<file path="src/rtl/paint_scheduler.sv">
// Paint scheduler: buffers brush commands in a small FIFO and expands each one
// into a clipped square of single-pixel writes, issued only when VGA scan-out leaves the store free.
module paint_scheduler #(
    parameter int H_RES      = 640,
    parameter int V_RES      = 480,
    parameter int FIFO_DEPTH = 4,
    parameter int BRUSH_R    = 1,
    localparam int CW        = $clog2(FIFO_DEPTH + 1)
) (
    input  logic          i_clk,
    input  logic          i_reset_n,
    input  logic          i_cmd_valid,
    output logic          o_cmd_ready,
    input  logic [9:0]    i_cmd_x,
    input  logic [9:0]    i_cmd_y,
    input  logic [2:0]    i_cmd_color,
    input  logic          i_cmd_brush,
    input  logic          i_rd_busy_next,
    output logic          o_wr_en,
    output logic [9:0]    o_wr_x,
    output logic [9:0]    o_wr_y,
    output logic [2:0]    o_wr_color,
    output logic          o_busy,
    output logic [CW-1:0] o_fifo_count
);

    localparam int AW = $clog2(FIFO_DEPTH);
    localparam logic signed [11:0] R_POS = 12'(BRUSH_R);
    localparam logic signed [11:0] R_NEG = -R_POS;
    localparam logic signed [11:0] H_LIM = 12'(H_RES);
    localparam logic signed [11:0] V_LIM = 12'(V_RES);

    typedef enum logic {S_IDLE, S_PAINT} state_t;

    state_t             r_state, w_stateNext;
    logic [AW-1:0]      r_wrPtr, r_rdPtr;
    logic [CW-1:0]      r_count, w_countNext;
    logic [9:0]         r_fifoX   [FIFO_DEPTH];
    logic [9:0]         r_fifoY   [FIFO_DEPTH];
    logic [2:0]         r_fifoCol [FIFO_DEPTH];
    logic [9:0]         r_cx, r_cy;
    logic [2:0]         r_col;
    logic signed [11:0] r_dx, r_dy, w_dxNext, w_dyNext;
    logic signed [11:0] w_px, w_py;
    logic               w_inRange;
    logic               w_push, w_pop;
    logic [2:0]         w_pushColor;
    logic               w_wrEnNext;
    logic [9:0]         w_wrXNext, w_wrYNext;
    logic [2:0]         w_wrColorNext;
    logic               w_busyNext;

    // Readiness looks only at the current fill level, so a same-cycle pop never admits a push.
    assign o_cmd_ready  = (r_count != CW'(FIFO_DEPTH));
    assign o_fifo_count = r_count;
    assign w_push       = i_cmd_valid & o_cmd_ready;
    assign w_pop        = (r_state == S_IDLE) && (r_count != '0);
    assign w_countNext  = r_count + CW'(w_push) - CW'(w_pop);
    assign w_pushColor  = i_cmd_brush ? i_cmd_color : 3'b000;

    assign w_px      = $signed({2'b00, r_cx}) + r_dx;
    assign w_py      = $signed({2'b00, r_cy}) + r_dy;
    assign w_inRange = !w_px[11] && (w_px < H_LIM) && !w_py[11] && (w_py < V_LIM);

    always_ff @(posedge i_clk) begin
        if (w_push) begin
            r_fifoX[r_wrPtr]   <= i_cmd_x;
            r_fifoY[r_wrPtr]   <= i_cmd_y;
            r_fifoCol[r_wrPtr] <= w_pushColor;
        end
    end

    always_comb begin
        w_stateNext   = r_state;
        w_dxNext      = r_dx;
        w_dyNext      = r_dy;
        w_wrEnNext    = 1'b0;
        w_wrXNext     = o_wr_x;
        w_wrYNext     = o_wr_y;
        w_wrColorNext = o_wr_color;
        case (r_state)
            S_IDLE: begin
                if (w_pop) begin
                    w_stateNext = S_PAINT;
                    w_dxNext    = R_NEG;
                    w_dyNext    = R_NEG;
                end
            end
            S_PAINT: begin
                // A clipped pixel still uses its slot, so every stroke lasts the full square.
                if (!i_rd_busy_next) begin
                    if (w_inRange) begin
                        w_wrEnNext    = 1'b1;
                        w_wrXNext     = w_px[9:0];
                        w_wrYNext     = w_py[9:0];
                        w_wrColorNext = r_col;
                    end
                    if (r_dx == R_POS) begin
                        w_dxNext = R_NEG;
                        if (r_dy == R_POS) begin
                            w_stateNext = S_IDLE;
                        end else begin
                            w_dyNext = r_dy + 12'sd1;
                        end
                    end else begin
                        w_dxNext = r_dx + 12'sd1;
                    end
                end
            end
            default: w_stateNext = S_IDLE;
        endcase
        w_busyNext = (w_stateNext != S_IDLE) || (w_countNext != '0);
    end

    always_ff @(posedge i_clk or negedge i_reset_n) begin
        if (!i_reset_n) begin
            r_state    <= S_IDLE;
            r_wrPtr    <= '0;
            r_rdPtr    <= '0;
            r_count    <= '0;
            r_cx       <= '0;
            r_cy       <= '0;
            r_col      <= '0;
            r_dx       <= '0;
            r_dy       <= '0;
            o_wr_en    <= 1'b0;
            o_wr_x     <= '0;
            o_wr_y     <= '0;
            o_wr_color <= '0;
            o_busy     <= 1'b0;
        end else begin
            r_state <= w_stateNext;
            r_count <= w_countNext;
            r_dx    <= w_dxNext;
            r_dy    <= w_dyNext;
            if (w_push) begin
                r_wrPtr <= r_wrPtr + 1'b1;
            end
            if (w_pop) begin
                r_rdPtr <= r_rdPtr + 1'b1;
                r_cx    <= r_fifoX[r_rdPtr];
                r_cy    <= r_fifoY[r_rdPtr];
                r_col   <= r_fifoCol[r_rdPtr];
            end
            o_wr_en    <= w_wrEnNext;
            o_wr_x     <= w_wrXNext;
            o_wr_y     <= w_wrYNext;
            o_wr_color <= w_wrColorNext;
            o_busy     <= w_busyNext;
        end
    end

endmodule
</file>
<file path="config.mk">
export PLATFORM = sky130hd
export DESIGN_NAME = paint_scheduler
export DESIGN_NICKNAME = d
export VERILOG_FILES = /design/src/rtl/paint_scheduler.sv
export SDC_FILE = /design/constraint.sdc
export NUM_CORES = 1
export LEC_CHECK = 0
export ABC_AREA = 1
export CAP_MARGIN = 20
export CORE_MARGIN = 4
export CORE_UTILIZATION = 50
export DETAILED_ROUTE_END_ITERATION = 8
export HOLD_SLACK_MARGIN = 0.03
export PLACE_DENSITY = 0.7
export REMOVE_ABC_BUFFERS = 1
export SYNTH_ARGS = -nofsm -noshare
export SYNTH_HDL_FRONTEND = slang
export SYNTH_SLANG_ARGS = --single-unit
</file>
<file path="constraint.sdc">
create_clock -name i_clk -period 2.5 [get_ports i_clk]
set_clock_uncertainty 0.1 [all_clocks]
set_input_delay 0.75 -clock i_clk [delete_from_list [all_inputs] [get_ports i_clk]]
set_output_delay 0.75 -clock i_clk [all_outputs]
set_load 0.02 [all_outputs]
</file>
# After elaboration in Yosys (flattened, before gate mapping)
# Memory sizes are Yosys's and may differ from the RTL's. A register that Yosys moved wholly into a read port is not among the register bits.
# Cells that the tools add are included.
# totals
mem_bits_rw	92
mem_count	3
regBits	57
output_inout_bits	29
# classes
bitwise_logic	3
reduce_logical	15
eq_ne	7
addsub	8
n_mux	19
n_lt_le_gt_ge	2
# mem_list
name	words	width	read_ports	rd_ports_with_merged_regs	write_ports	line_no	source
r_fifoX	4	10	1	1	1	38	logic [9:0] r_fifoX [FIFO_DEPTH];
r_fifoY	4	10	1	1	1	39	logic [9:0] r_fifoY [FIFO_DEPTH];
r_fifoCol	4	3	1	1	1	40	logic [2:0] r_fifoCol [FIFO_DEPTH];
# op_table
op	n
$mux W12	6
$pmux W12 S2	2
$add A11 B12 Y12	2
$add A12 B2 Y12 const B	2
$eq A12 B2 Y1 const B	2
$lt A12 B10 Y1 const B	1
$lt A12 B11 Y1 const B	1
$mux W1	9
$ne A2 B2 Y1 const B	3
$reduce_bool A3 Y1	2
$logic_not A1 Y1	5
$add A2 B1 Y2 const B	2
$logic_and A1 B1 Y1	4
$reduce_and A4 Y1	1
$add A3 B1 Y3	1
$mux W3	1
$ne A3 B3 Y1 const B	1
$reduce_and A3 Y1	1
$sub A3 B1 Y3	1
$ne A2 B1 Y1 const B	1
$not A1 Y1	2
$pmux W1 S2	1
$reduce_and A2 Y1	1
$and A1 B1 Y1	1
$logic_or A1 B1 Y1	1

# Logic depth before layout (Yosys ltp)
# depth
word_depth	8
ltp_mapped	18

# Worst setup path after synthesis
# OpenSTA, ideal clock, no wires.
# synth_path
path_kind	register to register
from	register r_count[1] (netlist: o_fifo_count[1])
to	register o_busy
setup_time_ps	139
path_stages_with_launch	13
t_required_ps	2261
path_buffers	1
arrival_time_ps	2489
synth_period_minus_slack_ps	2728
path_slack_ps	-228
path_cell_list	dfrtp_1 inv_1 a31oi_4 clkbuf_1 ha_1 inv_1 ha_1 inv_1 fa_1 xnor2_1 xor2_1 nor3_1 nand4_1
# synth_via
elab_cells_between_ends	10
cone_classes	add/sub: 2; eq/ne: 1; mux: 2; bitwise: 1; reduce/logical: 4
# synth_lines
element	line_no	source
start, declared	37	logic [CW-1:0] r_count, w_countNext;
start signal, assigned	133	r_count <= w_countNext;
$reduce_bool A3 Y1	57	assign w_pop = (r_state == S_IDLE) && (r_count != '0);
$logic_and A1 B1 Y1	57	
via w_pop	46	logic w_push, w_pop;
$sub A3 B1 Y3	58	assign w_countNext = r_count + CW'(w_push) - CW'(w_pop);
via w_countNext[2]	37	
$reduce_bool A3 Y1	112	w_busyNext = (w_stateNext != S_IDLE) || (w_countNext != '0);
$logic_or A1 B1 Y1	112	
via w_busyNext	51	logic w_busyNext;
end signal, assigned	149	o_busy <= w_busyNext;
end, declared	23	output logic o_busy,
# The timed path passes the listed nets, and every way through them passes these cells.
# A chain may end at the register's enable or synchronous reset.

# Worst setup path after layout
# layout_path
from	register r_count[2] (netlist: o_fifo_count[2])
to	register o_busy
# layout_via
elab_chain_cells	6
elab_cells_between_ends	10
cone_classes	add/sub: 2; eq/ne: 1; mux: 2; bitwise: 1; reduce/logical: 4
# layout_lines
element	line_no	source
$ne A3 B3 Y1	54	assign o_cmd_ready = (r_count != CW'(FIFO_DEPTH));
$and A1 B1 Y1	56	assign w_push = i_cmd_valid & o_cmd_ready;
$add A3 B1 Y3	58	
$sub A3 B1 Y3 (*)	58	
via w_countNext[2]	37	
$reduce_bool A3 Y1 (*)	112	
$logic_or A1 B1 Y1 (*)	112	
via w_busyNext	51	
# Mark *: on every way through the listed nets, which the timed path passes. The rest lies on a longest branch.

==> results.py <==
metrics = {
    "sta": {
        "finalSetupViolations": 0,
        "fin_crit_ns": 2.447,
        "slew_violations": 0,
        "finalWorstSetupSlack_ns": 0.05289,
        "fmax_ghz": 0.4086,
        "worst_pin_slew_ns": 0.5226,
        "relSlewSlack_pct": 65.16,
        "rsz0062_at_grt": "true",
        "final-hold-violation-count": 0,
        "fin_crit_sh_pct": 97.88,
    },
    "floorplanning": {
        "die_area_sq_um": 18930,
        "core_sq_um": 16520,
        "fp.dieH_microns": 137.6,
        "row_count": 47,
        "io_pins": 57,
        "fp.dieW_microns": 137.6,
        "initial_core_util_pct": 50.81,
    },
    "cells_and_area": {
        "final_core_util_pct": 62.67,
        "antenna_cells": 0,
        "nFillCells": 1346,
        "drive_gt1_share_pct": 15.92,
        "area_growth_syn_to_layout_pct": 23.35,
        "num-nets-final": 1059,
    },
    "clock_tree": {
        "clk_pin_slew_worst_paths_ns": 0.07,
        "cts-buffers-inserted": 17,
        "ctsRootBufferMaster": "clkbuf_16",
        "clock_latency_ns": 0.43,
        "cts.path.max_buffers": 2,
        "cts_tree": "done",
        "cts_hold_buf": 0,
        "h-tree-depth": 4,
        "cts.sinks": 172,
    },
    "global_routing": {
        "grt-ovfl-total": 0,
        "grt.total_usage_pct": 19.87,
        "grt_pass1_vias": 5878,
        "grt_max_degree": 52,
        "antenna_found_initial": 0,
        "grt_pass1_wl_mm": 28.92,
    },
    "run": {
        "drv_cap": 0,
    },
    "placed_design": {
        "dp_slack_ns": -0.4900,
        "hpwl_mm": 12.02,
        "numPortBuffers": 56,
        "place.gp.congestion": 0.9751,
    },
    "critical_path": {
        "crit_chain": "inv_2 -> a31oi_4 -> ha_1 -> inv_1 -> ha_2 -> inv_1 -> fa_2 -> xnor2_2 -> xor2_1 -> nor3_1 -> nand4_1",
        "critPathKind": "reg2reg",
        "arrival_ns": 2.65,
        "critPathMostFrequentCell": "inv_1",
        "cp_max_fo": 4,
        "startpoint_type": "register",
        "max_stage_delay_ns": 0.46,
        "endpoint_kind": "register",
        "cp.required_ns": 2.70,
        "ff2ff_path_depth": 11,
        "cp_slowest_cell": "dfrtp_1",
    },
    "detailed_routing": {
        "viasPerCell": 5.126,
        "drt_iter0_markers": 327,
        "ant_nets": 0,
        "wl_per_cell_microns": 14.75,
        "drc": 0,
        "drt-total-wl_mm": 18.16,
        "drtPass1Iterations": 5,
        "num_vias": 6310,
    },
    "synthesis": {
        "yosys_warnings": 0,
        "ys_types": 39,
        "synth_edf_count": 92,
        "postSynth.asyncResetShare_pct": 46.51,
        "synth_area_sq_um": 8396,
        "ys_seq_elements": 172,
        "synth_cells": 896,
        "synth_seq_area_share_pct": 56.75,
        "ys.flop_type": "edfxtp_1",
        "postSynthAreaPerCell_sq_um": 9.370,
    },
    "pwr": {
        "power.total_uw": 7448,
        "pwr_density_cell_nw_per_um2": 719.2,
        "p_leak_uw": 0.004647,
        "irDropWorstVdd_mv": 0.5330,
    },
    "min_path": {
        "hold_path.class": "in2async",
    },
    "outcome": {
        "status": "completed",
    },
}
## cell usage in the layout (no fill, tap or decap), types with 3 or more instances in the layout
master | synthesis | layout
nand3_1 | 46 | 44
o21ai_0 | 68 | 68
clkinvlp_4 | 0 | 5
nand4_1 | 30 | 30
buf_12 | 0 | 9
nand2_2 | 10 | 24
nor4_1 | 5 | 5
nand3_2 | 1 | 3
a31oi_1 | 23 | 23
nor2_1 | 146 | 139
nor3_1 | 12 | 12
ha_1 | 30 | 22
nand3b_1 | 4 | 4
fa_2 | 0 | 3
inv_6 | 0 | 4
xnor2_1 | 6 | 5
inv_2 | 9 | 13
ha_2 | 0 | 6
nand2_1 | 180 | 165
dfrtp_1 | 80 | 80
inv_1 | 76 | 72
clkdlybuf4s50_1 | 0 | 53
clkbuf_16 | 0 | 19
nor2_2 | 3 | 10
edfxtp_1 | 92 | 92
a21oi_1 | 9 | 8
buf_4 | 0 | 45
xor2_1 | 17 | 17
## synthesized netlist by cell type (2+ instances only)
master    count  share of area [%]
clkbuf_1     16               0.72
xor2_1       17                1.8
buf_6         2               0.27
nand2_2      10               0.75
dfrtp_1      80                 24
nand2_1     180                8.0
nor2_1      146                6.5
fa_1          3               0.72
o21ai_0      68                4.1
nor2_4        2               0.27
buf_1         3               0.13
nor2_2        3               0.22
nand3b_1      4               0.36
inv_2         9               0.40
buf_2         8               0.48
or2_1         2               0.15
nor4_1        5               0.37
inv_1        76                3.4
edfxtp_1     92                 33
a31oi_1      23                1.7
ha_1         30                4.5
nor3_1       12               0.72
a21oi_1       9               0.54
nand3_1      46                2.7
xnor2_1       6               0.63
nand4_1      30                2.2
o21ai_1       2               0.12
## worst paths after layout
kind,from,to,slack [ns]
min in group i_clk,o_wr_y[9],o_wr_y[9],0.37
max in group asynchronous,i_reset_n,r_cy[3],1.53
min reg2reg,o_wr_y[9],o_wr_y[9],0.37
max reg2reg,o_fifo_count[2],o_busy,0.05
min,i_reset_n,r_dy[10],0.17
max,o_fifo_count[2],o_busy,0.05
## timing repair
item | CTS | global route
cloned | 0 | 3
buffers inserted | 2 | 7
pin swaps | 4 | 10
resized for setup | 3 | 38
setup endpoints to repair | 25 | 25
## per-layer routing
| layer | up-vias | global-route usage, % | wire length [microns] |
|---|---|---|---|
| met3 | 32 | 3.141 | 757 |
| met1 | 2937 | 26.99 | 8303 |
| met5 | - | 0 | 0 |
| met4 | 0 | 7.317 | 332 |
| li1 | 3217 | - | - |
| met2 | 124 | 32.40 | 8769 |
## metrics by stage
step | area, sq um | hold WS [ns] | TNS [ns] | instances
floorplan | 8262 | 0.3544 | -17.69 | 867
global placement | 9548 | 0.3554 | -0.6401 | 1187
global route | 10360 | 0.2029 | -2.038 | 1231
detailed placement | 9548 | 0.3584 | -1.162 | 1187
CTS | 10130 | 0.1701 | 0 | 1221
finish | 10360 | 0.1721 | 0 | 1231
## critical path: cells and delay by family, from the launching register on
family,cells,cell delay [ns]
adder cells (fa/ha/maj),3,0.81
buffers and inverters,3,0.19
flip-flops,1,0.46
XOR/XNOR,2,0.30
AO/OA/AOI/OAI,1,0.20
AND/OR/NAND/NOR,2,0.25
## registers in the layout, summed over array words and instances (netlist names), 10 cells and up
signal,cells
r_fifoX,40
r_cy,10
r_dx,12
o_wr_y,10
r_fifoY,40
r_fifoCol,12
o_wr_x,10
r_cx,10
r_dy,12
## where the power goes
part,switching (uW),leakage (uW),internal [uW]
clock network,1170,0.000259,1300
registers,138,0.00183,3130
logic,1020,0.00255,690
## cell families (layout without fill, tap and decap cells)
| group | after synthesis | after routing | share of synthesized area [%] |
|---|---|---|---|
| buffers and inverters | 115 | 230 | 5.440 |
| adder cells (fa/ha/maj) | 33 | 33 | 5.186 |
| AND/OR/NAND/NOR | 444 | 444 | 22.91 |
| flip-flops | 172 | 172 | 56.75 |
| AO/OA/AOI/OAI | 108 | 108 | 7.124 |
| XOR/XNOR | 24 | 24 | 2.593 |
## layout make-up
type,instances,area [sq um],share of cell area [%]
multi-input cells,609,3303,31.90
flip-flops and latches,172,4765,46.01
repair buffers,112,1131,10.92
well taps,220,275.3,2.658
clock buffers,17,425.4,4.108
inverters,86,322.8,3.117
clock inverters,15,133.9,1.293
(Power assumes the default switching activity.)
